`config.mk`:
```
export PLATFORM = sky130hd
export DESIGN_NAME = resp_gen
export DESIGN_NICKNAME = d
export VERILOG_FILES = /design/src/rtl/resp_gen.sv
export SDC_FILE = /design/constraint.sdc
export NUM_CORES = 1
export LEC_CHECK = 0
export BUFFER_PORTS_ARGS = -buffer_cell sky130_fd_sc_hd__buf_2
export CORE_ASPECT_RATIO = 1.5
export CORE_MARGIN = 5
export CORE_UTILIZATION = 57
export CTS_BUF_LIST = sky130_fd_sc_hd__clkbuf_8
export CTS_CLUSTER_DIAMETER = 60
export CTS_CLUSTER_SIZE = 10
export DETAILED_ROUTE_END_ITERATION = 8
export GPL_TIMING_DRIVEN = 0
export PLACE_DENSITY = 0.78
export SLEW_MARGIN = 0
export SYNTH_ARGS = -nofsm -noshare
export SYNTH_HDL_FRONTEND = slang
export SYNTH_SLANG_ARGS = --single-unit
```
`constraint.sdc`:
```
create_clock -name clk_rx -period 2.47 [get_ports clk_rx]
set_input_delay 0.1235 -clock clk_rx [delete_from_list [all_inputs] [get_ports clk_rx]]
set_output_delay 0.1235 -clock clk_rx [all_outputs]
set_load 0.01 [all_outputs]
```
`src/rtl/resp_gen.sv`:
```
// Response generator: merges single-cycle echo characters with fixed response
// strings (-OK, -ERR, -hhhh) into the UART character FIFO, one byte per cycle.
module resp_gen (
  input  logic        clk_rx,
  input  logic        rst_clk_rx,
  input  logic        send_char_val,
  input  logic [7:0]  send_char,
  input  logic        send_resp_val,
  input  logic [1:0]  send_resp_type,
  input  logic [15:0] send_resp_data,
  output logic        send_resp_done,
  input  logic        char_fifo_full,
  output logic [7:0]  char_fifo_din,
  output logic        char_fifo_wr_en
);

  typedef enum logic [1:0] {
    ST_IDLE     = 2'd0,
    ST_SEND     = 2'd1,
    ST_WAIT_CLR = 2'd2
  } state_t;

  state_t      r_state;
  logic [1:0]  r_type;
  logic [15:0] r_data;
  logic [2:0]  r_idx;
  logic        r_done;
  logic [7:0]  r_din;
  logic        r_wr_en;

  logic [7:0]  w_byte;
  logic [2:0]  w_last_idx;
  logic        w_last;

  function automatic logic [7:0] hex_ascii(input logic [3:0] nib);
    return (nib < 4'd10) ? (8'h30 + {4'h0, nib}) : (8'h37 + {4'h0, nib});
  endfunction

  // Type 2'b11 falls into the default branch and is sent as ERR.
  always_comb begin
    w_byte     = 8'h2D;
    w_last_idx = 3'd5;
    case (r_type)
      2'b00: begin
        w_last_idx = 3'd4;
        case (r_idx)
          3'd1:    w_byte = 8'h4F;
          3'd2:    w_byte = 8'h4B;
          3'd3:    w_byte = 8'h0D;
          3'd4:    w_byte = 8'h0A;
          default: w_byte = 8'h2D;
        endcase
      end
      2'b10: begin
        w_last_idx = 3'd6;
        case (r_idx)
          3'd1:    w_byte = hex_ascii(r_data[15:12]);
          3'd2:    w_byte = hex_ascii(r_data[11:8]);
          3'd3:    w_byte = hex_ascii(r_data[7:4]);
          3'd4:    w_byte = hex_ascii(r_data[3:0]);
          3'd5:    w_byte = 8'h0D;
          3'd6:    w_byte = 8'h0A;
          default: w_byte = 8'h2D;
        endcase
      end
      default: begin
        w_last_idx = 3'd5;
        case (r_idx)
          3'd1:    w_byte = 8'h45;
          3'd2:    w_byte = 8'h52;
          3'd3:    w_byte = 8'h52;
          3'd4:    w_byte = 8'h0D;
          3'd5:    w_byte = 8'h0A;
          default: w_byte = 8'h2D;
        endcase
      end
    endcase
  end

  assign w_last = (r_idx == w_last_idx);

  always_ff @(posedge clk_rx or posedge rst_clk_rx) begin
    if (rst_clk_rx) begin
      r_state <= ST_IDLE;
      r_type  <= 2'b00;
      r_data  <= 16'h0000;
      r_idx   <= 3'd0;
      r_done  <= 1'b0;
      r_din   <= 8'h00;
      r_wr_en <= 1'b0;
    end else begin
      r_wr_en <= 1'b0;
      r_done  <= 1'b0;
      // Echoes win the write port in every state; the parser has already gated them on full.
      if (send_char_val) begin
        r_wr_en <= 1'b1;
        r_din   <= send_char;
      end
      case (r_state)
        ST_IDLE: begin
          if (send_resp_val) begin
            r_type  <= send_resp_type;
            r_data  <= send_resp_data;
            r_idx   <= 3'd0;
            r_state <= ST_SEND;
          end
        end
        ST_SEND: begin
          if (!send_char_val && !char_fifo_full) begin
            r_wr_en <= 1'b1;
            r_din   <= w_byte;
            r_idx   <= r_idx + 3'd1;
            if (w_last) begin
              r_done  <= 1'b1;
              r_state <= ST_WAIT_CLR;
            end
          end
        end
        ST_WAIT_CLR: begin
          if (!send_resp_val) r_state <= ST_IDLE;
        end
        default: r_state <= ST_IDLE;
      endcase
    end
  end

  assign send_resp_done  = r_done;
  assign char_fifo_din   = r_din;
  assign char_fifo_wr_en = r_wr_en;

endmodule

```
---- Word-level counts from Yosys, hierarchy flattened ----
Index checks and enable logic that the tools add are counted.
operators by class
  add/sub/neg operators ................... 9
  order comparisons ....................... 4
  eq/ne operators ......................... 14
  muxes and demuxes ....................... 26
  reduce and logical (&&, ||, !) cells .... 10
operators by type and width
  cell                                                  count
  adder 6 x 4 -> 7 bit (first input constant)           8
  case mux 7 bit (4 select lines)                       2
  case mux 7 bit (6 select lines)                       1
  2-to-1 mux 7 bit                                      4
  2-to-1 mux 8 bit                                      3
  less-than comparator 4 bit (second input constant)    4
  case mux 8 bit (2 select lines)                       1
  equality test 3 bit (second input constant)           3
  2-to-1 mux 2 bit                                      4
  inequality test 2 bit (second input constant)         4
  equality test 3 x 2 -> 1 bit (second input constant)  2
  2-to-1 mux 1 bit                                      6
  2-to-1 mux 3 bit                                      2
  case mux 2 bit (3 select lines)                       1
  case mux 3 bit (2 select lines)                       1
  equality test 2 bit (second input constant)           2
  logical NOT 2 bit                                     2
  case mux 2 bit (2 select lines)                       1
  AND reduction 4 bit                                   1
  adder 3 x 1 -> 3 bit (second input constant)          1
  equality test 3 x 1 -> 1 bit (second input constant)  1
  equality test 3 bit                                   1
  AND reduction 3 bit                                   1
  equality test 2 x 1 -> 1 bit (second input constant)  1
  5 further kinds                                       6
word-level totals
  register bits ........................... 33
  input bits .............................. 31
  logic and storage cells ................. 70

---- Depth between registers and ports, before layout ----
Gate-level depths: netlist of run 1.
  word-level depth ........................ 6
  mapped depth ............................ 9
  gate-level depth less buffers ........... 7

---- Least setup slack after synthesis of run 1 ----
Ideal clock, no wire load.
  kind .................................... flip-flop to flip-flop
  from .................................... register r_idx[1]
  to ...................................... register r_din[1], in the netlist char_fifo_din[1]
  library setup time ...................... 134 ps
  arrival ................................. 1681 ps
  data required time ...................... 2336 ps
  setup slack ............................. 654 ps
  cell stages (with the launch flop) ...... 7
  path buffers ............................ 0
  path through ............................ dfrtp_1 -> ha_1 -> ha_1 -> a2111oi_4 -> nor2b_1 -> a222oi_1 -> a21oi_1
between the ends
  word-level cells in the longest chain between the ends .. 6
  elaborated cells on any way between the ends .. 13
  those cells by class .................... eq/ne (6); mux (6); reduce/logical (1)
RTL lines
  what                                 RTL line    source
  start: declaration                   26          logic [2:0] r_idx;
  start signal: assignment             112         r_idx <= r_idx + 3'd1;
  equality test 3 x 2 -> 1 bit         46, 56, 68
  OR reduction 2 bit (no source line)  --
  case mux 7 bit (4 select lines)      68          case (r_idx)
  case mux 8 bit (2 select lines) *    43          case (r_type)
  2-to-1 mux 8 bit *                   109         if (!send_char_val && !char_fifo_full) begin
  2-to-1 mux 8 bit *                   99          case (r_state)
  end signal: assignment               97          r_din <= send_char;
  end signal: assignment               111         r_din <= w_byte;
  end: declaration                     28          logic [7:0] r_din;
Every way passes the cells marked *; elsewhere a longest branch is shown, timed or not.
A chain may end at the register's enable or synchronous reset.

---- Final worst setup path of run 1 ----
Ends and elaborated chain as after synthesis.

==> impl_metrics.prom, run 1 <==
# TYPE chip_impl_metric gauge
chip_impl_metric{name="report.final.slew_viol_count",unit=""} 0
chip_impl_metric{name="instance_count_of_the_mapped_netlist",unit=""} 238
chip_impl_metric{name="yosysSeqAreaShare",unit="%"} 38.3
chip_impl_metric{name="timing.final.crit_share",unit="%"} 87.1
chip_impl_metric{name="drtAntennaViolNets",unit=""} 0
chip_impl_metric{name="post_synth_top_area_share",unit="%"} 38.3
chip_impl_metric{name="layout.cell_area.non_filler",unit="mm2"} 0.00252
chip_impl_metric{name="remaining_drc_errors",unit=""} 0
chip_impl_metric{name="clk_pin_slew_worst_paths",unit="ps"} 60
chip_impl_info{name="critPathKind",value="reg2reg"} 1
chip_impl_metric{name="grt_pass1_wl",unit="um"} 8310
chip_impl_metric{name="grt_overflow",unit=""} 0
chip_impl_metric{name="clkSinkCount",unit=""} 33
chip_impl_metric{name="number_of_flops_mapped_to_enable_cells_by_yosys",unit=""} 0
chip_impl_info{name="critical_path.startpoint_type",value="flop"} 1
chip_impl_metric{name="final_cells",unit=""} 330
chip_impl_metric{name="synthesis.area_per_instance",unit="um2"} 9.06
chip_impl_metric{name="placed_area",unit="mm2"} 0.00241
chip_impl_metric{name="placement.io_buffers",unit=""} 39
chip_impl_metric{name="hold-worst-slack",unit="ps"} 39.1
chip_impl_metric{name="crit_arrival",unit="ps"} 2300
chip_impl_metric{name="post-route-util",unit="%"} 68.6
chip_impl_metric{name="grt_pass1_vias",unit=""} 1852
chip_impl_metric{name="synth.distinct_cells",unit=""} 52
chip_impl_info{name="grt_setup_unrepaired",value="no"} 1
chip_impl_metric{name="achievable-frequency",unit="MHz"} 465
chip_impl_metric{name="rows",unit=""} 27
chip_impl_metric{name="total_instance_count_after_detailed_placement",unit=""} 320
chip_impl_metric{name="place.detailed.hpwl",unit="um"} 3900
chip_impl_metric{name="synthesis.nets",unit=""} 278
chip_impl_info{name="holdCritStartpoint",value="send_resp_data[8]"} 1
chip_impl_metric{name="setup_ws",unit="ps"} 320
chip_impl_info{name="worst_setup_path_end_kind",value="flop"} 1
chip_impl_info{name="synth_largest_area_cell",value="sky130_fd_sc_hd__dfrtp_1"} 1
chip_impl_metric{name="finalNetCount",unit=""} 326
chip_impl_metric{name="top_level_ports",unit=""} 41
chip_impl_metric{name="ir_drop",unit="V"} 0.000802
chip_impl_metric{name="power_leakage",unit="nW"} 1.16
chip_impl_metric{name="multi_input_gate_area",unit="mm2"} 0.00121
chip_impl_info{name="synth_flop_cell",value="sky130_fd_sc_hd__dfrtp_1"} 1
chip_impl_metric{name="worstPathRequired",unit="ps"} 2620
chip_impl_metric{name="report.final.setup_viol",unit=""} 0
chip_impl_metric{name="grt.total_usage",unit="%"} 21.3
chip_impl_metric{name="final.fill_count",unit=""} 333
chip_impl_metric{name="floorplan.initialDensity",unit="%"} 58.6
chip_impl_metric{name="synth_seq_cells",unit=""} 33
chip_impl_metric{name="post_drt_wl_per_cell",unit="um"} 15.2
chip_impl_info{name="run_status",value="complete, no violations"} 1
chip_impl_metric{name="worst-path-max-fanout",unit=""} 9
chip_impl_metric{name="finalSetupTns",unit="ps"} 0
chip_impl_metric{name="worst_skew_pair.late_latency",unit="ps"} 290
chip_impl_metric{name="min_delay_path_depth",unit=""} 3
chip_impl_metric{name="chipWidth",unit="um"} 60.2
chip_impl_metric{name="tightest_slew",unit="ps"} 666
chip_impl_metric{name="regArea",unit="um2"} 827
chip_impl_metric{name="p_total",unit="mW"} 2.99
chip_impl_info{name="highest_count_cells_in_the_layout_ignoring_fill_and_taps",value="sky130_fd_sc_hd__buf_2 (47), sky130_fd_sc_hd__dfrtp_1 (32), sky130_fd_sc_hd__nand2_1 (27)"} 1
chip_impl_info{name="holdCritPathClass",value="in2reg"} 1
chip_impl_metric{name="drtPass1Iterations",unit=""} 4
chip_impl_metric{name="drv_cap",unit=""} 0
chip_impl_metric{name="cts_h_tree_depth",unit=""} 2
chip_impl_info{name="clock_tree.root_cell",value="sky130_fd_sc_hd__clkbuf_8"} 1
chip_impl_info{name="worst_setup_path_startpoint",value="r_idx[1]"} 1
chip_impl_metric{name="drive_above_1_share",unit="%"} 24.0
chip_impl_metric{name="synth_async_sr_flop_share",unit="%"} 100
chip_impl_metric{name="number_of_buffers_created_by_cts",unit=""} 5
chip_impl_metric{name="syn_to_final_growth",unit="%"} 17.1
chip_impl_metric{name="period_minus_slack",unit="ps"} 2150
chip_impl_metric{name="ff2ff_path_depth",unit=""} 6
chip_impl_metric{name="synth.cell_area",unit="mm2"} 0.00216
chip_impl_metric{name="design.die.area",unit="mm2"} 0.00514
chip_impl_metric{name="antenna_found_initial",unit=""} 0
chip_impl_info{name="rr_startpoint",value="r_idx[1]"} 1
chip_impl_metric{name="maximum_number_of_pins_on_one_net_before_global_route_repair",unit=""} 34
chip_impl_metric{name="place_ws",unit="ps"} 253
chip_impl_metric{name="die_height",unit="um"} 85.3
chip_impl_metric{name="pwr_density_cell",unit="mW/mm2"} 1180
chip_impl_metric{name="ctsLongestPathBuffers",unit=""} 2
chip_impl_metric{name="yosys_warnings",unit=""} 0
chip_impl_metric{name="timing.clock.skew",unit="ps"} 4.52
chip_impl_metric{name="detail_route.wirelength",unit="um"} 5010
chip_impl_info{name="leading_cell_type_in_the_layout_fill_and_taps_excluded",value="sky130_fd_sc_hd__buf_2"} 1
chip_impl_metric{name="core_region_area",unit="mm2"} 0.00368
chip_impl_info{name="yosys-top-cells-area",value="sky130_fd_sc_hd__dfrtp_1 (38%), sky130_fd_sc_hd__ha_1 (5.2%), sky130_fd_sc_hd__o21ai_0 (5.1%), sky130_fd_sc_hd__nand2_1 (4.7%), sky130_fd_sc_hd__nor2b_1 (3.8%)"} 1
chip_impl_info{name="cts_tree",value="yes"} 1
chip_impl_metric{name="tightest_slew_margin_relative_to_the_limit",unit="%"} 55.3
chip_impl_metric{name="number_of_drc_markers_after_the_initial_detailed_route_iteration",unit=""} 69
chip_impl_metric{name="globalplace.congestion",unit=""} 0.957
chip_impl_metric{name="finalHoldViolCount",unit=""} 0
chip_impl_metric{name="antenna-diode-count",unit=""} 0
chip_impl_metric{name="vias",unit=""} 1912
chip_impl_metric{name="vias_per_cell",unit=""} 5.79
-- critical path: stages (launching register included) --
cell                        delay (ps)
sky130_fd_sc_hd__dfrtp_2           460
sky130_fd_sc_hd__inv_1             140
sky130_fd_sc_hd__ha_1              330
sky130_fd_sc_hd__a2111oi_4         390
sky130_fd_sc_hd__nor2b_1           160
sky130_fd_sc_hd__a222oi_1          420
sky130_fd_sc_hd__a21oi_1           120
-- sequential cells by signal, summed over array words and instances, names as in the netlist --
register         flops
send_resp_done       1
char_fifo_din        8
r_idx                3
r_state              2
r_type               2
r_data              16
char_fifo_wr_en      1
-- metal layers --
| metal | vias to the layer above | track usage [%] | routed length, um |
|---|---|---|---|
| met1 | 896 | 22.6 | 1880 |
| met2 | 54 | 39.5 | 2810 |
| met5 | - | 0 | 0 |
| met4 | 0 | 8.47 | 91 |
| li1 | 953 | - | - |
| met3 | 9 | 3.81 | 232 |
-- final cells by class --
type / instances / area share (%)
plain buffers: 11 / 2.48
flip-flops and latches: 33 / 32.8
clock inverters: 3 / 0.446
repair buffers: 41 / 9.22
well taps: 43 / 2.13
inverters: 15 / 2.23
clock buffers: 5 / 2.73
multi-input cells: 179 / 48.0
-- cells in the mapped netlist, drive strengths merged (2+ instances only) --
cell type  instances
buf               10
nand2             28
nand3              4
xnor2              4
a21o               4
nor3b              3
ha                 9
a22o               3
nor2              13
o21ai             30
nand4              2
and4b              3
a22oi              3
a2111oi            2
nor3               2
o211ai             6
mux2i              4
nor2b             13
o31ai              2
dfrtp             33
nand2b             2
mux2              10
a21oi              9
o22ai              3
a31oi              4
inv               15
-- final timing paths --
check | to | slack, ps
worst min register to register | r_state[1] | 510
worst max-delay path | char_fifo_din[1] | 320
worst max register to register | char_fifo_din[1] | 320
worst min-delay path | r_data[8] | 40
min in group asynchronous | r_state[0] | 400
max in group asynchronous | r_idx[1] | 1610
-- logic make-up (layout without fill, tap and decap cells) --
kind of cell,Yosys count,after routing,synth area share (%)
and+or+nand+nor,76,76,18.9
buffers and inverters,26,75,5.51
xor gates and xnor gates,5,5,2.03
adders and majority gates,9,9,5.22
DFF,33,33,38.3
AOI/OAI and AO/OA,75,75,23.0
muxes,14,14,7.08
-- where the power goes --
| part | switching [mW] | internal (mW) |
|---|---|---|
| sequential | 0.246 | 0.767 |
| combinational | 0.890 | 0.715 |
| clock | 0.184 | 0.187 |
-- what timing repair did --
item                       4_1_cts  5_1_grt
hold buffers                     0        1
gates resized for setup          0        1
hold endpoints to repair         0       16
setup endpoints to repair        0        1
setup buffers                    0        0
Power figures use the tool's default switching activity.
==> inputs of run 2 (changes only) <==
--- a/config.mk
+++ b/config.mk
@@ -15,6 +15,7 @@
 export DETAILED_ROUTE_END_ITERATION = 8
 export GPL_TIMING_DRIVEN = 0
 export PLACE_DENSITY = 0.78
+export RECOVER_POWER = 100
 export SLEW_MARGIN = 0
 export SYNTH_ARGS = -nofsm -noshare
 export SYNTH_HDL_FRONTEND = slang
==> impl_metrics.prom, run 2 (synthesis gave the netlist of run 1 again) <==
# TYPE chip_impl_metric gauge
chip_impl_metric{name="clkSinkCount",unit=""} 33
chip_impl_metric{name="die_height",unit="um"} 85.3
chip_impl_info{name="run_status",value="complete, no violations"} 1
chip_impl_info{name="highest_count_cells_in_the_layout_ignoring_fill_and_taps",value="sky130_fd_sc_hd__buf_2 (35), sky130_fd_sc_hd__dfrtp_1 (32), sky130_fd_sc_hd__nand2_1 (27)"} 1
chip_impl_metric{name="post_drt_wl_per_cell",unit="um"} 15.3
chip_impl_metric{name="worstPathRequired",unit="ps"} 2620
chip_impl_metric{name="pwr_density_cell",unit="mW/mm2"} 1190
chip_impl_metric{name="global_routing_usage_on_met1",unit="%"} 22.6
chip_impl_metric{name="power_switching_share",unit="%"} 44.5
chip_impl_metric{name="report.final.slew_viol_count",unit=""} 0
chip_impl_metric{name="drv_cap",unit=""} 0
chip_impl_metric{name="min_delay_path_depth",unit=""} 3
chip_impl_info{name="slowest_stage",value="sky130_fd_sc_hd__dfrtp_2"} 1
chip_impl_metric{name="power_frac_clock",unit="%"} 12.5
chip_impl_info{name="top_usage_layer",value="met2"} 1
chip_impl_metric{name="finalNetCount",unit=""} 326
chip_impl_metric{name="placement.io_buffers",unit=""} 39
chip_impl_metric{name="rows",unit=""} 27
chip_impl_metric{name="report.final.setup_viol",unit=""} 0
chip_impl_metric{name="total_instance_count_after_detailed_placement",unit=""} 320
chip_impl_info{name="holdCritStartpoint",value="send_resp_data[8]"} 1
chip_impl_info{name="worstPathCellList",value="inv_1 > ha_1 > a2111oi_4 > nor2b_1 > a222oi_1 > a21oi_1"} 1
chip_impl_metric{name="tightest_slew_margin_relative_to_the_limit",unit="%"} 41.3
chip_impl_metric{name="finalHoldViolCount",unit=""} 0
chip_impl_metric{name="antenna_found_initial",unit=""} 0
chip_impl_metric{name="final_cells",unit=""} 330
chip_impl_metric{name="antenna-diode-count",unit=""} 0
chip_impl_metric{name="design.die.area",unit="mm2"} 0.00514
chip_impl_info{name="grt_setup_unrepaired",value="no"} 1
chip_impl_info{name="holdCritPathClass",value="in2reg"} 1
chip_impl_metric{name="grt_pass1_vias",unit=""} 1852
chip_impl_metric{name="power_leakage",unit="nW"} 1.11
chip_impl_metric{name="timing.clock.skew",unit="ps"} 4.40
chip_impl_metric{name="syn_to_final_growth",unit="%"} 15.2
chip_impl_metric{name="worst_skew_pair.late_latency",unit="ps"} 290
chip_impl_metric{name="final.fill_count",unit=""} 332
chip_impl_metric{name="tightest_slew",unit="ps"} 881
chip_impl_metric{name="ff2ff_path_depth",unit=""} 6
chip_impl_info{name="critPathKind",value="reg2reg"} 1
chip_impl_metric{name="layout.cell_area.non_filler",unit="mm2"} 0.00248
chip_impl_metric{name="worst-path-max-fanout",unit=""} 9
chip_impl_metric{name="achievable-frequency",unit="MHz"} 468
chip_impl_info{name="critical_path.startpoint_type",value="flop"} 1
chip_impl_metric{name="drtPass1Iterations",unit=""} 4
chip_impl_metric{name="detail_route.wirelength",unit="um"} 5040
chip_impl_metric{name="postCtsSetupRepairBufs",unit=""} 0
chip_impl_metric{name="clk_pin_slew_worst_paths",unit="ps"} 70
chip_impl_metric{name="seqPwrFrac",unit="%"} 34.3
chip_impl_metric{name="drive_above_1_share",unit="%"} 19.5
chip_impl_metric{name="combPwrFrac",unit="%"} 53.2
chip_impl_metric{name="remaining_drc_errors",unit=""} 0
chip_impl_metric{name="grt_pass1_wl",unit="um"} 8310
chip_impl_metric{name="finalSetupTns",unit="ps"} 0
chip_impl_metric{name="top_level_ports",unit=""} 41
chip_impl_metric{name="cts_h_tree_depth",unit=""} 2
chip_impl_metric{name="r2r_setup_slack",unit="ps"} 330
chip_impl_metric{name="globalplace.congestion",unit=""} 0.957
chip_impl_metric{name="number_of_buffers_created_by_cts",unit=""} 5
chip_impl_metric{name="placed_area",unit="mm2"} 0.00241
chip_impl_metric{name="drtAntennaViolNets",unit=""} 0
chip_impl_metric{name="chipWidth",unit="um"} 60.2
chip_impl_info{name="r2r-end",value="char_fifo_din[1]"} 1
chip_impl_metric{name="grt_overflow",unit=""} 0
chip_impl_metric{name="vias_per_cell",unit=""} 5.77
chip_impl_info{name="cts_tree",value="yes"} 1
chip_impl_metric{name="place.detailed.hpwl",unit="um"} 3900
chip_impl_metric{name="period_minus_slack",unit="ps"} 2140
chip_impl_metric{name="number_of_drc_markers_after_the_initial_detailed_route_iteration",unit=""} 77
chip_impl_metric{name="cp_slowest_stage_delay",unit="ps"} 460
chip_impl_metric{name="internal_cell_power",unit="mW"} 1.65
chip_impl_metric{name="timing.final.crit_share",unit="%"} 86.5
chip_impl_metric{name="vias",unit=""} 1904
chip_impl_metric{name="use_met2",unit="%"} 39.5
chip_impl_info{name="clock_tree.root_cell",value="sky130_fd_sc_hd__clkbuf_8"} 1
chip_impl_metric{name="maximum_number_of_pins_on_one_net_before_global_route_repair",unit=""} 34
chip_impl_info{name="min_to",value="r_data[8]"} 1
chip_impl_metric{name="core_region_area",unit="mm2"} 0.00368
chip_impl_metric{name="number_of_flip_flops_in_the_largest_register",unit=""} 16
chip_impl_metric{name="ir_drop",unit="V"} 0.000801
chip_impl_metric{name="floorplan.initialDensity",unit="%"} 58.6
chip_impl_info{name="rr_startpoint",value="r_idx[1]"} 1
chip_impl_metric{name="grt.total_usage",unit="%"} 21.3
chip_impl_metric{name="ctsLongestPathBuffers",unit=""} 2
chip_impl_metric{name="power_switching",unit="mW"} 1.32
chip_impl_info{name="worst_setup_path_end_kind",value="flop"} 1
chip_impl_metric{name="global_route.usage.met3",unit="%"} 3.81
chip_impl_info{name="leading_cell_type_in_the_layout_fill_and_taps_excluded",value="sky130_fd_sc_hd__buf_2"} 1
chip_impl_metric{name="crit_arrival",unit="ps"} 2290
chip_impl_info{name="top_register",value="r_data"} 1
run 2: cell count changes in the layout (fill, tap and decap cells not counted):
cell and delta:
sky130_fd_sc_hd__o21ai_1 -2, sky130_fd_sc_hd__a2111oi_0 +1, sky130_fd_sc_hd__buf_2 -12, sky130_fd_sc_hd__clkbuf_1 +13, sky130_fd_sc_hd__buf_16 -1, sky130_fd_sc_hd__a2111oi_1 -1, sky130_fd_sc_hd__o21ai_0 +2
run 2: per-layer routing:
| metal | up-vias | part of all wire [%] |
|---|---|---|
| li1 | 954 | - |
| met1 | 891 | 38 |
| met2 | 48 | 55 |
| met3 | 11 | 4.9 |
| met4 | 0 | 2.1 |
| met5 | - | 0 |
run 2: power by group through the flow:
stage | clock network [mW] | registers, mW | logic (mW)
detailed placement | 0 | 1.02 | 1.59
finish | 0.372 | 1.02 | 1.58
global placement | 0 | 1.00 | 1.56
floorplan | 0 | 0.986 | 1.20
global route | 0.409 | 1.06 | 1.78
CTS | 0.380 | 1.01 | 1.60
run 2: layout make-up:
cell class,instances,area [um2],share of cell area (%)
plain buffers,11,60.1,2.42
clock buffers,5,68.8,2.77
clock inverters,3,11.3,0.453
inverters,15,56.3,2.27
multi-input cells,179,1210,48.7
flip-flops and latches,33,827,33.3
well taps,43,53.8,2.17
repair buffers,41,196,7.91
run 2: what timing repair did:
| action | in CTS | in global routing |
|---|---|---|
| hold buffers | 0 | 1 |
| hold endpoints to repair | 0 | 16 |
| gates resized for setup | 0 | 1 |
| endpoints found under the setup margin | 0 | 1 |
run 2: critical path: cells and delay by family, from the launching register on:
family / cells / cell delay [ps]
AND/OR/NAND/NOR: 1 / 150
buffers and inverters: 1 / 150
adder cells (fa/ha/maj): 1 / 330
flip-flops: 1 / 460
AO/OA/AOI/OAI: 3 / 910
run 2: worst max path at each step:
stage                     startpoint                to  depth (start not counted)
final                       r_idx[1]  char_fifo_din[1]                          6
after global routing        r_idx[1]  char_fifo_din[1]                          6
after CTS                   r_idx[1]  char_fifo_din[1]                          6
after detailed placement    r_idx[1]  char_fifo_din[1]                          6
after global placement      r_idx[1]  char_fifo_din[1]                          6
after floorplan             r_idx[1]  char_fifo_din[1]                          6
run 2: stage by stage:
stage	setup slack (ps)	hold WS (ps)	util, %	power (mW)
floorplan	654	240	-	2.19
global placement	254	324	65.3	2.56
detailed placement	253	332	65.3	2.61
CTS	228	38.3	67.5	2.99
global route	139	47.3	67.5	3.24
finish	333	39.8	67.5	2.97
==> inputs of run 3 (changes only) <==
--- a/config.mk
+++ b/config.mk
@@ -5,16 +5,17 @@
 export SDC_FILE = /design/constraint.sdc
 export NUM_CORES = 1
 export LEC_CHECK = 0
+export ABC_AREA = 1
 export BUFFER_PORTS_ARGS = -buffer_cell sky130_fd_sc_hd__buf_2
 export CORE_ASPECT_RATIO = 1.5
 export CORE_MARGIN = 5
-export CORE_UTILIZATION = 57
+export CORE_UTILIZATION = 58
 export CTS_BUF_LIST = sky130_fd_sc_hd__clkbuf_8
 export CTS_CLUSTER_DIAMETER = 60
 export CTS_CLUSTER_SIZE = 10
 export DETAILED_ROUTE_END_ITERATION = 8
 export GPL_TIMING_DRIVEN = 0
-export PLACE_DENSITY = 0.78
+export PLACE_DENSITY = 0.79
 export RECOVER_POWER = 100
 export SLEW_MARGIN = 0
 export SYNTH_ARGS = -nofsm -noshare
==> impl_metrics.prom, run 3 <==
# TYPE chip_impl_metric gauge
chip_impl_metric{name="hold-worst-slack",unit="ps"} 63.4
chip_impl_metric{name="drtAntennaViolNets",unit=""} 0
chip_impl_metric{name="seqPwrFrac",unit="%"} 29.6
chip_impl_metric{name="synth-compound-area-share",unit="%"} 13.3
chip_impl_metric{name="ir_drop",unit="V"} 0.000981
chip_impl_metric{name="place_ws",unit="ps"} 682
chip_impl_info{name="highest_count_cells_in_the_layout_ignoring_fill_and_taps",value="sky130_fd_sc_hd__nand2_1 (87), sky130_fd_sc_hd__nor2_1 (43), sky130_fd_sc_hd__inv_1 (36)"} 1
chip_impl_info{name="yosys-top-cells-area",value="sky130_fd_sc_hd__dfrtp_1 (38%), sky130_fd_sc_hd__nand2_1 (15%), sky130_fd_sc_hd__nor2_1 (7.2%), sky130_fd_sc_hd__a21oi_1 (6.9%), sky130_fd_sc_hd__inv_1 (6.3%)"} 1
chip_impl_metric{name="rows",unit=""} 27
chip_impl_metric{name="grt.total_usage",unit="%"} 23.0
chip_impl_info{name="post-synth-top-count-cell",value="sky130_fd_sc_hd__nand2_1"} 1
chip_impl_info{name="synth.cells.most_frequent",value="sky130_fd_sc_hd__nand2_1 (85), sky130_fd_sc_hd__nor2_1 (42), sky130_fd_sc_hd__inv_1 (37)"} 1
chip_impl_metric{name="design.die.area",unit="mm2"} 0.00513
chip_impl_metric{name="remaining_drc_errors",unit=""} 0
chip_impl_metric{name="die_height",unit="um"} 85.2
chip_impl_metric{name="worstPathRequired",unit="ps"} 2640
chip_impl_metric{name="ctsLongestPathBuffers",unit=""} 2
chip_impl_metric{name="yosysSeqAreaShare",unit="%"} 37.7
chip_impl_metric{name="clkSinkCount",unit=""} 33
chip_impl_metric{name="tightest_slew_margin_relative_to_the_limit",unit="%"} 42.1
chip_impl_metric{name="report.final.setup_viol",unit=""} 0
chip_impl_info{name="main_combinational_cell_family_by_area_after_synthesis",value="simple AND/OR/NAND/NOR gates"} 1
chip_impl_info{name="top_register",value="r_data"} 1
chip_impl_metric{name="globalplace.congestion",unit=""} 0.939
chip_impl_metric{name="synthSimpleGateAreaFrac",unit="%"} 33.8
chip_impl_metric{name="antenna-diode-count",unit=""} 0
chip_impl_metric{name="achievable-frequency",unit="MHz"} 532
chip_impl_metric{name="power_switching_share",unit="%"} 45.0
chip_impl_metric{name="number_of_drc_markers_after_the_initial_detailed_route_iteration",unit=""} 56
chip_impl_metric{name="post_synth_fa_ha_maj_area_fraction",unit="%"} 5.15
chip_impl_metric{name="number_of_buffers_created_by_cts",unit=""} 5
chip_impl_metric{name="finalHoldViolCount",unit=""} 0
chip_impl_metric{name="timing.final.crit_share",unit="%"} 76.2
chip_impl_metric{name="drive_above_1_share",unit="%"} 14.9
chip_impl_metric{name="vias",unit=""} 2159
chip_impl_metric{name="p_total",unit="mW"} 3.14
chip_impl_info{name="grt_setup_unrepaired",value="no"} 1
chip_impl_info{name="synth_flop_cell",value="sky130_fd_sc_hd__dfrtp_1"} 1
chip_impl_metric{name="number_of_flip_flops_in_the_largest_register",unit=""} 16
chip_impl_metric{name="placement.io_buffers",unit=""} 40
chip_impl_metric{name="detail_route.wirelength",unit="um"} 5430
chip_impl_metric{name="worst_skew_pair.late_latency",unit="ps"} 290
chip_impl_metric{name="synth_seq_cells",unit=""} 33
chip_impl_metric{name="tightest_slew",unit="ps"} 868
chip_impl_metric{name="top_level_ports",unit=""} 41
chip_impl_metric{name="power_frac_clock",unit="%"} 19.3
chip_impl_metric{name="setup_ws",unit="ps"} 589
chip_impl_metric{name="post_drt_wl_per_cell",unit="um"} 13.4
chip_impl_metric{name="syn_to_final_growth",unit="%"} 16.2
chip_impl_metric{name="antenna_found_initial",unit=""} 0
chip_impl_metric{name="synth.cell_area",unit="mm2"} 0.00219
chip_impl_metric{name="synthesis.area_per_instance",unit="um2"} 6.99
chip_impl_metric{name="maximum_number_of_pins_on_one_net_before_global_route_repair",unit=""} 34
chip_impl_metric{name="number_of_flops_mapped_to_enable_cells_by_yosys",unit=""} 0
chip_impl_info{name="synth_largest_area_cell",value="sky130_fd_sc_hd__dfrtp_1"} 1
chip_impl_info{name="critical_path.startpoint_type",value="flop"} 1
chip_impl_metric{name="worst-path-max-fanout",unit=""} 7
chip_impl_info{name="cts_tree",value="yes"} 1
chip_impl_metric{name="power_leakage",unit="nW"} 1.38
chip_impl_info{name="run_status",value="complete, no violations"} 1
chip_impl_metric{name="crit_arrival",unit="ps"} 2060
chip_impl_metric{name="cts_h_tree_depth",unit=""} 2
chip_impl_metric{name="period_minus_slack",unit="ps"} 1880
chip_impl_metric{name="internal_cell_power",unit="mW"} 1.73
chip_impl_metric{name="drv_cap",unit=""} 0
chip_impl_metric{name="floorplan.initialDensity",unit="%"} 60.0
chip_impl_metric{name="grt_pass1_wl",unit="um"} 9030
chip_impl_metric{name="core_region_area",unit="mm2"} 0.00365
chip_impl_metric{name="grt_overflow",unit=""} 0
chip_impl_metric{name="chipWidth",unit="um"} 60.2
chip_impl_info{name="clock_tree.root_cell",value="sky130_fd_sc_hd__clkbuf_8"} 1
chip_impl_info{name="holdCritPathClass",value="in2reg"} 1
chip_impl_metric{name="instance_count_of_the_mapped_netlist",unit=""} 313
chip_impl_info{name="worst_setup_path_end_kind",value="flop"} 1
chip_impl_metric{name="report.final.slew_viol_count",unit=""} 0
chip_impl_metric{name="yosys_warnings",unit=""} 0
chip_impl_metric{name="place.detailed.hpwl",unit="um"} 4160
chip_impl_metric{name="power_switching",unit="mW"} 1.41
chip_impl_metric{name="vias_per_cell",unit=""} 5.32
chip_impl_metric{name="synth.distinct_cells",unit=""} 33
chip_impl_metric{name="pwr_density_cell",unit="mW/mm2"} 1230
chip_impl_metric{name="total_instance_count_after_detailed_placement",unit=""} 396
chip_impl_metric{name="synth_async_sr_flop_share",unit="%"} 100
chip_impl_info{name="leading_cell_type_in_the_layout_fill_and_taps_excluded",value="sky130_fd_sc_hd__nand2_1"} 1
chip_impl_metric{name="yosys-mux-area-fraction",unit="%"} 0.515
chip_impl_metric{name="synthesis.nets",unit=""} 353
chip_impl_metric{name="clk_pin_slew_worst_paths",unit="ps"} 70
chip_impl_metric{name="xor_xnor_share_of_the_synthesized_area",unit="%"} 0.800
chip_impl_metric{name="finalNetCount",unit=""} 402
chip_impl_metric{name="drtPass1Iterations",unit=""} 4
chip_impl_metric{name="final_cells",unit=""} 406
chip_impl_metric{name="finalSetupTns",unit="ps"} 0
chip_impl_metric{name="grt_pass1_vias",unit=""} 2127
chip_impl_metric{name="combPwrFrac",unit="%"} 51.0
chip_impl_metric{name="timing.clock.skew",unit="ps"} 3.62
chip_impl_info{name="critPathKind",value="reg2reg"} 1
chip_impl_metric{name="post_synth_top_area_share",unit="%"} 37.7
-- run 3: cell count changes after synthesis, moves of 9 or more --
cell,previous run,this run
sky130_fd_sc_hd__a21oi_1,8,30
sky130_fd_sc_hd__inv_1,14,37
sky130_fd_sc_hd__nand2_1,27,85
sky130_fd_sc_hd__nand3_1,4,21
sky130_fd_sc_hd__nor2_1,13,42
sky130_fd_sc_hd__nor2b_1,13,0
sky130_fd_sc_hd__o21ai_0,22,13
-- run 3: cells by family after synthesis --
kind of cell | count (synthesis)
flops | 33
xor+xnor | 2
buf+inv | 46
mux | 1
simple gates | 168
compound gates | 54
fa+ha+maj | 9
-- run 3: cell type report --
| cell class | instances | area (um2) |
|---|---|---|
| multi-input cells | 234 | 1140 |
| fillers | 348 | 1100 |
| flip-flops and latches | 33 | 826 |
| repair buffers | 42 | 201 |
| inverters | 41 | 156 |
| clock buffers | 5 | 68.8 |
| clock inverters | 3 | 65.1 |
| well taps | 43 | 53.8 |
| plain buffers | 5 | 27.5 |
-- run 3: per-stage QoR --
step                util, %  area [um2]
detailed placement     66.9        2440
finish                 69.7        2540
global route           69.7        2540
CTS                    70.6        2580
global placement       66.9        2440
floorplan                 -        2190
-- run 3: worst max-delay path, cell delays in order, from the launching register on --
cell	delay, ps
sky130_fd_sc_hd__dfrtp_1	470
sky130_fd_sc_hd__ha_1	200
sky130_fd_sc_hd__ha_1	300
sky130_fd_sc_hd__inv_1	150
sky130_fd_sc_hd__nand2_1	90
sky130_fd_sc_hd__nor2_1	50
sky130_fd_sc_hd__a21oi_1	170
sky130_fd_sc_hd__nand2_1	80
sky130_fd_sc_hd__o21ai_0	180
sky130_fd_sc_hd__a21oi_1	80
-- run 3: power by group through the flow --
| stage | Sequential, mW | Combinational, mW | Clock, mW |
|---|---|---|---|
| 5_1_grt | 0.965 | 1.85 | 0.642 |
| 2_1_floorplan | 0.926 | 1.25 | 0 |
| 3_5_place_dp | 0.933 | 1.64 | 0 |
| 3_3_place_gp | 0.928 | 1.60 | 0 |
| 6_report | 0.931 | 1.60 | 0.606 |
| 4_1_cts | 0.923 | 1.66 | 0.614 |
-- run 3: per-layer routing --
| metal | share of wire [%] | GRT usage (%) | up-vias |
|---|---|---|---|
| met5 | 0 | 0 | - |
| met2 | 53 | 40.9 | 55 |
| met1 | 38 | 24.7 | 980 |
| li1 | - | - | 1103 |
| met3 | 4.8 | 3.96 | 21 |
| met4 | 4.6 | 12.1 | 0 |
-- run 3: repair_timing --
action / in CTS / in global routing
buffers inserted: 0 / 0
endpoints found under the setup margin: 0 / 0
resized for setup: 0 / 0
endpoints found under the hold margin: 0 / 17
hold buffers: 0 / 1
-- run 3: worst paths after layout --
path	end	depth (start not counted)	start	slack, ps
worst min-delay path	r_type[1]	2	send_resp_type[1]	60
worst max register to register	char_fifo_din[2]	9	r_idx[1]	590
min in group asynchronous	r_state[1]	3	rst_clk_rx	370
worst min register to register	char_fifo_din[7]	2	char_fifo_din[7]	550
worst max-delay path	char_fifo_din[2]	9	r_idx[1]	590
max in group asynchronous	r_data[1]	4	rst_clk_rx	970
